$ cat config.mk
export PLATFORM = sky130hd
export DESIGN_NAME = mod7_seq_monitor
export DESIGN_NICKNAME = d
export VERILOG_FILES = /design/src/rtl/mod7_seq_monitor.sv
export SDC_FILE = /design/constraint.sdc
export NUM_CORES = 1
export LEC_CHECK = 0
export BUFFER_PORTS_ARGS = -buffer_cell sky130_fd_sc_hd__buf_2
export CAP_MARGIN = 20
export CORE_UTILIZATION = 51
export CTS_CLUSTER_DIAMETER = 150
export CTS_CLUSTER_SIZE = 30
export DETAILED_ROUTE_END_ITERATION = 8
export PLACE_DENSITY = 0.82
export SYNTH_ARGS = -nofsm -noshare
export SYNTH_HDL_FRONTEND = slang
export SYNTH_SLANG_ARGS = --single-unit
$ cat constraint.sdc
create_clock -name Cp -period 1.89 [get_ports Cp]
set_input_delay 0.0945 -clock Cp [delete_from_list [all_inputs] [get_ports Cp]]
set_output_delay 0.0945 -clock Cp [all_outputs]
set_load 0.05 [all_outputs]
$ cat src/rtl/mod7_seq_monitor.sv
// Sequence checker for a synchronous mod-7 counter: verifies each sample is the
// previous one plus 1 (mod 7), counts completed periods and faults, and relocks on 0.
module mod7_seq_monitor #(
  parameter int CYC_W = 8,
  parameter int ERR_W = 4
) (
  input  logic             Cp,
  input  logic             R,
  input  logic             y1,
  input  logic             y2,
  input  logic             y3,
  input  logic             clr,
  output logic             wrap,
  output logic             restart,
  output logic             err,
  output logic             locked,
  output logic [CYC_W-1:0] cycles,
  output logic [ERR_W-1:0] err_cnt
);

  typedef enum logic [1:0] {
    START  = 2'd0,
    TRACK  = 2'd1,
    RESYNC = 2'd2
  } state_t;

  state_t     state, state_nxt;
  logic [2:0] v;
  logic [2:0] prev;
  logic       wrap_p0, restart_p0, err_p0;

  function automatic logic [ERR_W-1:0] sat_inc(input logic [ERR_W-1:0] x);
    return (&x) ? x : x + 1'b1;
  endfunction

  assign v      = {y3, y2, y1};
  assign locked = (state == TRACK);

  // Stage p0: classify the current sample against the previous one.
  always_comb begin
    state_nxt  = state;
    wrap_p0    = 1'b0;
    restart_p0 = 1'b0;
    err_p0     = 1'b0;
    unique case (state)
      START: state_nxt = TRACK;
      TRACK: begin
        if (v == 3'd7) begin
          err_p0 = 1'b1;
        end else if (prev == 3'd6 && v == 3'd0) begin
          wrap_p0 = 1'b1;
        end else if (prev <= 3'd5 && v == prev + 3'd1) begin
          // in sequence, nothing to report
        end else if (v == 3'd0) begin
          // counter was reset mid-period; prev may even be 7 after START
          restart_p0 = 1'b1;
        end else begin
          err_p0 = 1'b1;
        end
        if (err_p0) state_nxt = RESYNC;
      end
      RESYNC: if (v == 3'd0) state_nxt = TRACK;
      default: state_nxt = START;
    endcase
  end

  // Stage p0 -> registered outputs and counters.
  always_ff @(posedge Cp) begin
    if (R) begin
      state   <= START;
      prev    <= 3'd0;
      wrap    <= 1'b0;
      restart <= 1'b0;
      err     <= 1'b0;
      cycles  <= '0;
      err_cnt <= '0;
    end else begin
      state   <= state_nxt;
      prev    <= v;
      wrap    <= wrap_p0;
      restart <= restart_p0;
      err     <= err_p0;
      if (clr) begin
        cycles  <= '0;
        err_cnt <= '0;
      end else begin
        if (wrap_p0) cycles  <= cycles + 1'b1;
        if (err_p0)  err_cnt <= sat_inc(err_cnt);
      end
    end
  end

endmodule

==> results of run 1 <==
-- report_power, final --
part	switching (uW)	internal, uW	total (uW)	leakage, uW
Sequential	10.9	436	447	0.000163
Clock	132	118	249	0.0000210
Combinational	98.0	55.5	154	0.000330
Total	240	609	849	0.000514
-- logic make-up after synthesis --
group,count (synthesis),share of synthesized area
and+or+nand+nor,55,0.307
DFF,20,0.408
AOI/OAI and AO/OA,11,0.0778
xor gates and xnor gates,10,0.0893
buffers and inverters,6,0.0229
adders and majority gates,5,0.0638
muxes,3,0.0306
-- tightest hold or removal path, delay by kind of cell --
kind	cells	cell delay, ns
multiplexers	1	0.06
AND/OR/NAND/NOR	1	0.10
buffers and inverters	1	0.10
-- area by class of cell --
cell class | instances | area share
multi-input cells | 84 | 0.498
flip-flops and latches | 20 | 0.334
repair buffers | 23 | 0.0996
clock buffers | 4 | 0.0301
well taps | 25 | 0.0259
inverters | 4 | 0.0124
-- worst min-delay path by stage --
stage	end	slack (ns)
floorplan	prev[0]$_SDFF_PP0_	0.22
CTS	prev[0]$_SDFF_PP0_	0.06
detailed placement	prev[0]$_SDFF_PP0_	0.40
global placement	err_cnt[0]$_SDFFE_PP0P_	0.39
finish	err_cnt[0]$_SDFFE_PP0P_	0.08
global route	prev[0]$_SDFF_PP0_	0.07
-- sequential cells by signal (all words and copies together), names as in the netlist --
signal / count
err: 1
state: 2
cycles: 8
prev: 3
wrap: 1
restart: 1
err_cnt: 4
-- synthesized netlist by cell type --
cell type	n	area, sq um
sky130_fd_sc_hd__xor2_1	6	52.6
sky130_fd_sc_hd__a21o_1	1	7.51
sky130_fd_sc_hd__nand2b_1	4	25.0
sky130_fd_sc_hd__a221oi_1	1	8.76
sky130_fd_sc_hd__o31a_1	1	8.76
sky130_fd_sc_hd__a21oi_1	2	10.0
sky130_fd_sc_hd__inv_1	4	15.0
sky130_fd_sc_hd__nor2_1	13	48.8
sky130_fd_sc_hd__nand2_1	12	45.0
sky130_fd_sc_hd__and3_1	2	12.5
sky130_fd_sc_hd__nand3_1	5	25.0
sky130_fd_sc_hd__ha_1	5	62.6
sky130_fd_sc_hd__nand4_1	3	18.8
sky130_fd_sc_hd__nor4b_1	1	8.76
sky130_fd_sc_hd__or2_2	1	6.26
sky130_fd_sc_hd__o311a_1	2	20.0
sky130_fd_sc_hd__dfxtp_1	20	400
sky130_fd_sc_hd__nor2b_1	5	31.3
sky130_fd_sc_hd__xnor2_1	4	35.0
sky130_fd_sc_hd__nor3_1	3	15.0
sky130_fd_sc_hd__buf_1	1	3.75
sky130_fd_sc_hd__o21ai_0	2	10.0
sky130_fd_sc_hd__o21ai_1	1	5.00
sky130_fd_sc_hd__or3_4	1	11.3
sky130_fd_sc_hd__a31oi_1	1	6.26
sky130_fd_sc_hd__clkbuf_1	1	3.75
sky130_fd_sc_hd__or3_1	2	12.5
sky130_fd_sc_hd__nor4_2	2	25.0
sky130_fd_sc_hd__nor3_4	1	16.3
sky130_fd_sc_hd__mux2i_1	3	30.0
-- layer usage --
layer  up-vias  GRT usage  routed length [microns]
li1        431          -                        -
met1       392      0.214                      934
met2        17      0.383                      936
met3         3     0.0357                       55
met4         0      0.106                       31
met5         -          0                        0
-- timing repair --
item | 4_1_cts | 5_1_grt
gates cloned | 0 | 0
pin swaps | 0 | 5
gates resized for setup | 2 | 6
buffers inserted | 0 | 2
endpoints found under the setup margin | 2 | 3
hold buffers | 0 | 0
-- stage by stage --
step | hold slack (ns) | utilization
after global placement | 0.388 | 0.633
final | 0.0769 | 0.684
after detailed placement | 0.397 | 0.633
after floorplan | 0.223 | -
after CTS | 0.0588 | 0.655
after global routing | 0.0656 | 0.684
==> Flow_metrics.wiki, run 1 <==
{| class="wikitable"
! Metric !! Value
|-
| Count of antenna diodes in the layout || 0
|-
| Final count of negative-setup-slack endpoints || 0
|-
| Min-Delay Path Depth || 3
|-
| CTS tree || done
|-
| Placed Cells || approximately 160
|-
| Vias in the first global route || approximately 750
|-
| Area enclosed by the die boundary || about 2100 sq um
|-
| Post-layout net count || roughly 150
|-
| Critical Path Source Type || flip-flop
|-
| Area of the core || 1760 sq um
|-
| Synthesized flop and latch total || 20
|-
| Worst hold path type || input pin to flip-flop
|-
| Commonest cells after routing, fill and taps aside || 21 x sky130_fd_sc_hd__buf_2, 18 x sky130_fd_sc_hd__dfxtp_1, 12 x sky130_fd_sc_hd__nand2_1, 12 x sky130_fd_sc_hd__nor2_1, 6 x sky130_fd_sc_hd__xor2_1
|-
| Slack of the critical path || 0.0826 ns
|-
| Synth Net Count || 121
|-
| Critical path buffer and inverter count || 1
|-
| Clock Skews || between 0.002 and 0.0025 ns
|-
| Minimum setup slack after placement || -0.0222 ns
|-
| Total iterations of the first detailed-routing run || 4
|-
| WP data required || 2.09 ns
|-
| DR DRC count || 0
|-
| Crit end category || flip-flop
|-
| Clock root buffer master || sky130_fd_sc_hd__clkbuf_4
|-
| RSZ-0062 raised after global routing || false
|-
| Routed WL || between 1.5 and 2 mm
|-
| Post-route ant nets || 0
|-
| Total of buffers placed on input and output ports || 21
|-
| Pin count of the biggest net entering global routing || 12
|-
| Largest stage delay on the critical path || approximately 0.36 ns
|-
| Vertical extent of the die || ~46 microns
|-
| VDD IR-drop max || 471 uV
|-
| Depth of the critical timing path with buffers and inverters included || 7
|-
| Capturing point of the worst reg2reg path || err_cnt[2]$_SDFFE_PP0P_
|-
| Outcome || finished, final reports clean
|-
| CP arrival || around 2 ns
|-
| Maximum clock rate || 553 MHz
|-
| Total design power || ~850 uW
|-
| Row count || 15
|-
| Headroom to the max-slew limit || 0.613
|-
| Effective utilization at floorplan || 0.556
|-
| Startpoint of the worst-slack reg-to-reg timing path || prev[1]$_SDFF_PP0_
|-
| Number of standard cells after synthesis || between 100 and 150
|-
| Post-route clock period utilization || 0.956
|-
| Post-route non-filler standard cell count || between 150 and 200
|-
| Largest delay contributor family on the critical path || compound AO/OA/AOI/OAI gates
|-
| Vias per cell || approximately 5.3
|-
| Antenna violations before repair || 0
|-
| Mean cell area of the mapped netlist || roughly 8.9 sq um
|-
| Clk Latency, worst-skew pair || about 0.30 ns
|-
| Detailed Place HPWL || 1.41 mm
|-
| Leakage power of the design || ~0.00051 uW
|-
| Final worst path period need || between 1.5 and 2 ns
|-
| Register-to-register setup slack || 0.08 ns
|-
| Num CTS Buffers || 3
|-
| Yosys warning count || 0
|-
| Part of the Yosys area used for sequential elements || 0.408
|-
| Gr usage total || 0.205
|-
| Max Cap Viol || 0
|-
| Count of vias placed by the detailed router || approximately 840
|-
| Routed WL per cell || between 10 and 15 microns
|-
| Congestion Overflow GR || 0
|-
| Leading cell type in the layout, fill and taps excluded || sky130_fd_sc_hd__buf_2
|-
| Htree depth || 1
|-
| Crit path cell chain || inv_1 -> ha_1 -> nand2b_4 -> a21oi_2 -> nor4_4 -> o31a_1 -> o311a_1
|-
| Hold violation total from the final report || 0
|-
| Sequential cell area || 403 sq um
|-
| Slowest cell on crit path || sky130_fd_sc_hd__dfxtp_2
|-
| Number of violations reported at the end of detailed-routing iteration 0 || 12
|-
| Number of distinct library cells after synthesis || 30
|-
| Global-route wire length before repair || roughly 3.1 mm
|-
| Final total negative setup slack || 0 ns
|-
| Area of the multi-input gates || about 600 sq um
|-
| Clock transition at the register clock pins on the worst setup and hold paths after CTS || 0.11 ns
|-
| Filler cell count in the final layout || between 150 and 200
|-
| Maximum fanout along the worst path || 6
|-
| Power density normalized to cell area || slightly above 700 nW/um^2
|-
| Worst setup endpoint || err_cnt[2]$_SDFFE_PP0P_
|-
| Share of post-route cells with drive strength above 1 || 0.289
|-
| Area overhead of the layout relative to synthesis || 23.0%
|-
| Clock buffer depth || 2
|-
| Number of cell instances on the worst register-to-register path || 7
|-
| Mapped Area || between 900 and 1000 sq um
|-
| Final weighted congestion of routability-driven global placement || about 0.83
|-
| Type of the setup path with the least slack || flip-flop to flip-flop
|-
| Actual transition at the worst max-transition pin || roughly 0.58 ns
|-
| Cell area after placement || approximately 1100 sq um
|-
| Clock sink total || 20
|-
| Post-route cell area || between 1000 and 1500 sq um
|-
| Number of max-slew violations in the final report || 0
|-
| Die width || around 46 microns
|-
| I/O pin total || 22
|-
| Launch instance of the worst min-delay path || clr
|-
| Setup crit start || prev[1]$_SDFF_PP0_
|}
Note: power is estimated with default switching activity, not from simulation.
==> inputs of run 2 (changes only) <==
--- a/config.mk
+++ b/config.mk
@@ -5,13 +5,14 @@
 export SDC_FILE = /design/constraint.sdc
 export NUM_CORES = 1
 export LEC_CHECK = 0
-export BUFFER_PORTS_ARGS = -buffer_cell sky130_fd_sc_hd__buf_2
+export BUFFER_PORTS_ARGS = -buffer_cell sky130_fd_sc_hd__buf_4
 export CAP_MARGIN = 20
 export CORE_UTILIZATION = 51
 export CTS_CLUSTER_DIAMETER = 150
 export CTS_CLUSTER_SIZE = 30
 export DETAILED_ROUTE_END_ITERATION = 8
 export PLACE_DENSITY = 0.82
+export SKIP_LAST_GASP = 1
 export SYNTH_ARGS = -nofsm -noshare
 export SYNTH_HDL_FRONTEND = slang
 export SYNTH_SLANG_ARGS = --single-unit
==> run 2 against run 1 <==
Final cell count is the same. Non-clock buffer count is 1 higher. Total power shrank 6.2%. Sequential cell count did not move. Hold slack lost 0.027 ns. Highest routed layer unchanged. Worst setup slack got worse by 0.0066 ns. Largest power group unchanged. Maximum frequency is 0.37% lower. Combinational power increased by 3%. Routed wire length increased by 1.8%.
==> Flow_metrics.wiki, run 2 (synthesis gave the netlist of run 1 again) <==
{| class="wikitable"
! Metric !! Value
|-
| Outcome || finished, final reports clean
|-
| Crit end category || flip-flop
|-
| Share of total power in combinational logic || 0.198 (+0.017)
|-
| Leading cell type in the layout, fill and taps excluded || sky130_fd_sc_hd__buf_4
|-
| Total of buffers placed on input and output ports || 21 (unchanged)
|-
| Number of max-slew violations in the final report || 0 (unchanged)
|-
| Final total negative setup slack || 0 ns (unchanged)
|-
| Detailed Place HPWL || 1.46 mm (+3.2%)
|-
| Worst hold path type || input pin to flip-flop
|-
| Seq pwr share || 0.561 (+0.035)
|-
| I/O pin total || 22 (unchanged)
|-
| Post-route clock period utilization || 0.960 (+0.00351)
|-
| Power density normalized to cell area || 642 nW/um^2 (-8.8%)
|-
| Maximum clock rate || 551 MHz (-0.37%)
|-
| Minimum setup slack after placement || -0.00435 ns (+0.0178 ns)
|-
| Filler cell count in the final layout || 159 (-2.5%)
|-
| Final count of negative-setup-slack endpoints || 0 (unchanged)
|-
| Switching share of total power || 0.281 (-0.00204)
|-
| Final weighted congestion of routability-driven global placement || 0.810 (-2.2%)
|-
| Total iterations of the first detailed-routing run || 4 (unchanged)
|-
| Num CTS Buffers || 3 (unchanged)
|-
| VDD IR-drop max || 446 uV (-5.4%)
|-
| Slowest cell on crit path || sky130_fd_sc_hd__dfxtp_2
|-
| Critical path buffer and inverter count || 2 (+1)
|-
| Post-layout net count || 148 (+0.68%)
|-
| Leakage power of the design || 0.000515 uW (+0.11%)
|-
| Area overhead of the layout relative to synthesis || 26.5%
|-
| Cell area after placement || 1170 sq um (+4.7%)
|-
| WP data required || 2.08 ns (about the same)
|-
| Design internal power || 573 uW (-5.9%)
|-
| Vias per cell || 5.44 (+3.2%)
|-
| Area enclosed by the die boundary || 2100 sq um (unchanged)
|-
| Die width || 45.9 microns (unchanged)
|-
| Htree depth || 1 (unchanged)
|-
| Net switching power || 224 uW (-6.8%)
|-
| Vertical extent of the die || 45.9 microns (unchanged)
|-
| Sequential cell area || 403 sq um (unchanged)
|-
| Count of antenna diodes in the layout || 0 (unchanged)
|-
| Actual transition at the worst max-transition pin || 0.609 ns (+0.0324 ns)
|-
| Vias in the first global route || 746 (+0.13%)
|-
| Critical Path Source Type || flip-flop
|-
| Number of flip-flops under the largest register name || 8 (unchanged)
|-
| Post-route cell area || 1240 sq um (+2.9%)
|-
| Clock Skews || 0.00417 ns (+0.00186 ns)
|-
| Gr usage total || 0.211 (+0.00587)
|-
| Area of the multi-input gates || 589 sq um (-1.9%)
|-
| Largest stage delay on the critical path || 0.36 ns (about the same)
|-
| Hold violation total from the final report || 0 (unchanged)
|-
| Hold_buf cts || 0 (unchanged)
|-
| Max Cap Viol || 0 (unchanged)
|-
| Type of the setup path with the least slack || flip-flop to flip-flop
|-
| Pin count of the biggest net entering global routing || 12 (unchanged)
|-
| Slack of the critical path || 0.0760 ns (-0.00663 ns)
|-
| Area of the core || 1760 sq um (unchanged)
|-
| Regs by FF count || cycles x8, err_cnt x4, prev x3
|-
| Number of violations reported at the end of detailed-routing iteration 0 || 16 (+4)
|-
| CTS tree || done
|-
| Worst Hold Slack || 0.0494 ns (-0.0275 ns)
|-
| Final worst path period need || 1.81 ns (+0.00663 ns)
|-
| Post-route ant nets || 0 (unchanged)
|-
| Clock root buffer master || sky130_fd_sc_hd__clkbuf_4
|-
| Effective utilization at floorplan || 0.556 (unchanged)
|-
| CP arrival || 2.00 ns (about the same)
|-
| Crit path cell chain || inv_1 -> ha_1 -> nand2b_4 -> a21oi_2 -> nor4_2 -> buf_4 -> o31a_1 -> o311a_1
|-
| DR DRC count || 0 (unchanged)
|-
| Congestion Overflow GR || 0 (unchanged)
|-
| Count of vias placed by the detailed router || 870 (+3.2%)
|-
| Routed WL || 1.99 mm (+1.8%)
|-
| Global-route wire length before repair || 3.13 mm (+2.0%)
|-
| Commonest cells after routing, fill and taps aside || 24 x sky130_fd_sc_hd__buf_4, 18 x sky130_fd_sc_hd__dfxtp_1, 13 x sky130_fd_sc_hd__nor2_1, 12 x sky130_fd_sc_hd__nand2_1, 6 x sky130_fd_sc_hd__xor2_1
|-
| Headroom to the max-slew limit || 0.591 (-0.0218)
|-
| Routed WL per cell || 12.4 microns (+1.8%)
|-
| Clock transition at the register clock pins on the worst setup and hold paths after CTS || 0.10 ns (about the same)
|-
| Clock sink total || 20 (unchanged)
|-
| Share of post-route cells with drive strength above 1 || 0.281 (-0.00741)
|-
| Row count || 15 (unchanged)
|-
| Clk Latency, worst-skew pair || 0.29 ns (about the same)
|-
| Relative contribution of the clock network to total power || 0.240 (-0.053)
|-
| Antenna violations before repair || 0 (unchanged)
|-
| Clock buffer depth || 2 (unchanged)
|-
| Maximum fanout along the worst path || 6 (unchanged)
|-
| Top register by number of flip-flops || cycles
|-
| Largest delay contributor family on the critical path || compound AO/OA/AOI/OAI gates
|}
[run 2: layout make-up]
cell class	count	share of cell area
clock buffer	3	0.0181
inverter	4	0.0121
multi-input combinational	84	0.475
sequential	20	0.325
tap	25	0.0252
timing repair buffer	24	0.145
[run 2: metrics by stage]
| stage | std cells | power, uW | util |
|---|---|---|---|
| after detailed placement | 155 | 597 | 0.663 |
| after global placement | 155 | 592 | 0.663 |
| after floorplan | 110 | 554 | - |
| after global routing | 160 | 838 | 0.704 |
| after CTS | 158 | 789 | 0.679 |
| final | 160 | 797 | 0.704 |
[run 2: layer usage]
layer | GRT usage | share of wire
met5 | 0 | 0
met4 | 0.0882 | 0.012
met3 | 0.0476 | 0.048
met2 | 0.383 | 0.51
met1 | 0.231 | 0.42
[run 2: power groups by stage]
| stage | sequential [uW] | clock, uW | combinational [uW] |
|---|---|---|---|
| CTS | 446 | 199 | 143 |
| global placement | 454 | 0 | 137 |
| finish | 448 | 191 | 158 |
| detailed placement | 456 | 0 | 141 |
| floorplan | 468 | 0 | 85.5 |
| global route | 449 | 221 | 168 |
[run 2: path summary, 6_finish.rpt]
path                                             from                      end  slack (ns)  depth (start not counted)
worst max-delay path               prev[1]$_SDFF_PP0_  err_cnt[2]$_SDFFE_PP0P_        0.08                          8
worst min-delay path                                R       prev[0]$_SDFF_PP0_        0.05                          2
worst max register to register     prev[1]$_SDFF_PP0_  err_cnt[2]$_SDFFE_PP0P_        0.08                          8
worst min register to register  state[1]$_SDFFE_PP0P_    state[0]$_SDFFE_PP0P_        0.47                          1
[run 2: what timing repair did]
item | in CTS | in global routing
hold endpoints to repair | 0 | 0
setup buffers | 0 | 2
gates resized for setup | 2 | 4
pin swaps | 0 | 4
setup endpoints to repair | 2 | 2
==> inputs of run 3 (changes only) <==
--- a/config.mk
+++ b/config.mk
@@ -5,12 +5,14 @@
 export SDC_FILE = /design/constraint.sdc
 export NUM_CORES = 1
 export LEC_CHECK = 0
+export ABC_CLOCK_PERIOD_IN_PS = 1890
 export BUFFER_PORTS_ARGS = -buffer_cell sky130_fd_sc_hd__buf_4
 export CAP_MARGIN = 20
 export CORE_UTILIZATION = 51
 export CTS_CLUSTER_DIAMETER = 150
 export CTS_CLUSTER_SIZE = 30
 export DETAILED_ROUTE_END_ITERATION = 8
+export GPL_TIMING_DRIVEN = 0
 export PLACE_DENSITY = 0.82
 export SKIP_LAST_GASP = 1
 export SYNTH_ARGS = -nofsm -noshare
==> run 3 against run 2 <==
Combinational power up 6%. Maximum frequency up 0.12%. Sequential power about the same. Via count decreased by 1.0%. First-iteration DRC count increased by 81%. Largest power group unchanged. Highest routed layer unchanged.
==> Flow_metrics.wiki, run 3 (synthesis gave the netlist of run 1 again) <==
{| class="wikitable"
! Metric !! Value
|-
| Count of antenna diodes in the layout || 0 (unchanged)
|-
| Post-route clock period utilization || 0.959 (-0.00112)
|-
| Routed WL || 1.98 mm (-0.40%)
|-
| Vias in the first global route || 750 (+0.54%)
|-
| Count of vias placed by the detailed router || 861 (-1.0%)
|-
| Total of buffers placed on input and output ports || 21 (unchanged)
|-
| VDD IR-drop max || 441 uV (-0.97%)
|-
| Crit end category || flip-flop
|-
| Slowest cell on crit path || sky130_fd_sc_hd__dfxtp_2
|-
| Num CTS Buffers || 3 (unchanged)
|-
| Final total negative setup slack || 0 ns (unchanged)
|-
| Area overhead of the layout relative to synthesis || 30.9%
|-
| Final weighted congestion of routability-driven global placement || 0.763 (-5.8%)
|-
| I/O pin total || 22 (unchanged)
|-
| Area enclosed by the die boundary || 2100 sq um (unchanged)
|-
| Largest delay contributor family on the critical path || compound AO/OA/AOI/OAI gates
|-
| Critical Path Source Type || flip-flop
|-
| Regs by FF count || cycles x8, err_cnt x4, prev x3
|-
| Htree depth || 1 (unchanged)
|-
| Number of max-slew violations in the final report || 0 (unchanged)
|-
| Worst hold path type || input pin to flip-flop
|-
| Type of the setup path with the least slack || flip-flop to flip-flop
|-
| Largest stage delay on the critical path || 0.37 ns (about the same)
|-
| Crit path cell chain || inv_1 -> ha_1 -> nand2b_4 -> a21oi_4 -> nor4_4 -> o31a_1 -> o311a_1
|-
| Total iterations of the first detailed-routing run || 5 (+1)
|-
| Share of post-route cells with drive strength above 1 || 0.290 (+0.00837)
|-
| Critical path buffer and inverter count || 1 (-1)
|-
| CTS tree || done
|-
| Row count || 15 (unchanged)
|-
| Global-route wire length before repair || 3.08 mm (-1.5%)
|-
| Leading cell type in the layout, fill and taps excluded || sky130_fd_sc_hd__buf_4
|-
| Leakage power of the design || 0.000527 uW (+2.4%)
|-
| Power density normalized to cell area || 670 nW/um^2 (+4.4%)
|-
| Post-layout net count || 150 (+1.4%)
|-
| Gr usage total || 0.204 (-0.00669)
|-
| Maximum clock rate || 552 MHz (+0.12%)
|-
| Congestion Overflow GR || 0 (unchanged)
|-
| Clock Skews || 0.0106 ns (+0.00648 ns)
|-
| Headroom to the max-slew limit || 0.615 (+0.0243)
|-
| Die width || 45.9 microns (unchanged)
|-
| Clock buffer depth || 2 (unchanged)
|-
| Max Cap Viol || 0 (unchanged)
|-
| Worst Hold Slack || 0.0486 ns (-0.000803 ns)
|-
| Slack of the critical path || 0.0781 ns (+0.00212 ns)
|-
| DR DRC count || 0 (unchanged)
|-
| Vias per cell || 5.28 (-2.9%)
|-
| Maximum fanout along the worst path || 5 (-1)
|-
| Effective utilization at floorplan || 0.556 (unchanged)
|-
| Clk Latency, worst-skew pair || 0.30 ns (about the same)
|-
| Post-route ant nets || 0 (unchanged)
|-
| Clock transition at the register clock pins on the worst setup and hold paths after CTS || 0.12 ns (+0.02 ns)
|-
| Antenna violations before repair || 0 (unchanged)
|-
| Commonest cells after routing, fill and taps aside || 24 x sky130_fd_sc_hd__buf_4, 18 x sky130_fd_sc_hd__dfxtp_1, 12 x sky130_fd_sc_hd__nand2_1, 12 x sky130_fd_sc_hd__nor2_1, 6 x sky130_fd_sc_hd__xor2_1
|-
| Pin count of the biggest net entering global routing || 12 (unchanged)
|-
| Actual transition at the worst max-transition pin || 0.573 ns (-0.0361 ns)
|-
| Detailed Place HPWL || 1.36 mm (-6.5%)
|-
| Number of violations reported at the end of detailed-routing iteration 0 || 29 (+13)
|-
| Final count of negative-setup-slack endpoints || 0 (unchanged)
|-
| Top register by number of flip-flops || cycles
|-
| Outcome || finished, final reports clean
|-
| Vertical extent of the die || 45.9 microns (unchanged)
|-
| CP arrival || 2.00 ns (about the same)
|-
| Minimum setup slack after placement || -0.0243 ns (-0.0199 ns)
|-
| Clock sink total || 20 (unchanged)
|-
| Routed WL per cell || 12.2 microns (-2.2%)
|-
| Clock root buffer master || sky130_fd_sc_hd__clkbuf_4
|-
| WP data required || 2.08 ns (about the same)
|-
| Area of the core || 1760 sq um (unchanged)
|-
| Final worst path period need || 1.81 ns (-0.00212 ns)
|-
| Hold violation total from the final report || 0 (unchanged)
|-
| Number of flip-flops under the largest register name || 8 (unchanged)
|}
## run 3: timing repair
| item | in CTS | in global routing |
|---|---|---|
| hold buffers | 0 | 0 |
| pin swaps | 0 | 4 |
| buffers inserted | 0 | 3 |
| gates resized for setup | 3 | 7 |
| setup endpoints to repair | 6 | 7 |
## run 3: report_power, final
group	internal [uW]	switching, uW
sequential	435	11.7
clock	117	129
combinational	66.5	101
## run 3: cell type report
type | count | area (sq um)
Sequential cell | 20 | 405
Buffer | 2 | 7.51
Timing Repair Buffer | 24 | 180
Multi-Input combinational cell | 84 | 608
Inverter | 4 | 15.0
Clock buffer | 4 | 36.3
Tap cell | 25 | 31.3
Fill cell | 139 | 480
## run 3: per-layer routing
layer,routed length [microns],vias to the layer above,global-route usage
met1,831,390,0.231
met3,94,4,0.0278
met2,1020,30,0.372
met4,40,0,0.0941
li1,-,437,-
met5,0,-,0
## run 3: worst register-to-register path: cells and delay by family, from the launching register on
family / cells / cell delay, ns
DFF: 1 / 0.37
buffers and inverters: 1 / 0.07
adders and majority gates: 1 / 0.18
and+or+nand+nor: 2 / 0.24
AOI/OAI and AO/OA: 3 / 0.86
## run 3: final timing paths
kind	depth (start not counted)	endpoint	startpoint	slack, ns
max	7	err_cnt[3]$_SDFFE_PP0P_	prev[1]$_SDFF_PP0_	0.08
min	2	prev[0]$_SDFF_PP0_	y1	0.05
max reg2reg	7	err_cnt[3]$_SDFFE_PP0P_	prev[1]$_SDFF_PP0_	0.08
min reg2reg	2	state[1]$_SDFFE_PP0P_	state[1]$_SDFFE_PP0P_	0.50
## run 3: through the flow
stage / cell area [sq um] / total power [uW] / cells / utilization
2_1_floorplan: 981 / 554 / 110 / -
3_3_place_gp: 1170 / 591 / 156 / 0.663
3_5_place_dp: 1170 / 593 / 156 / 0.663
4_1_cts: 1230 / 847 / 160 / 0.695
5_1_grt: 1280 / 904 / 163 / 0.728
6_report: 1280 / 860 / 163 / 0.728
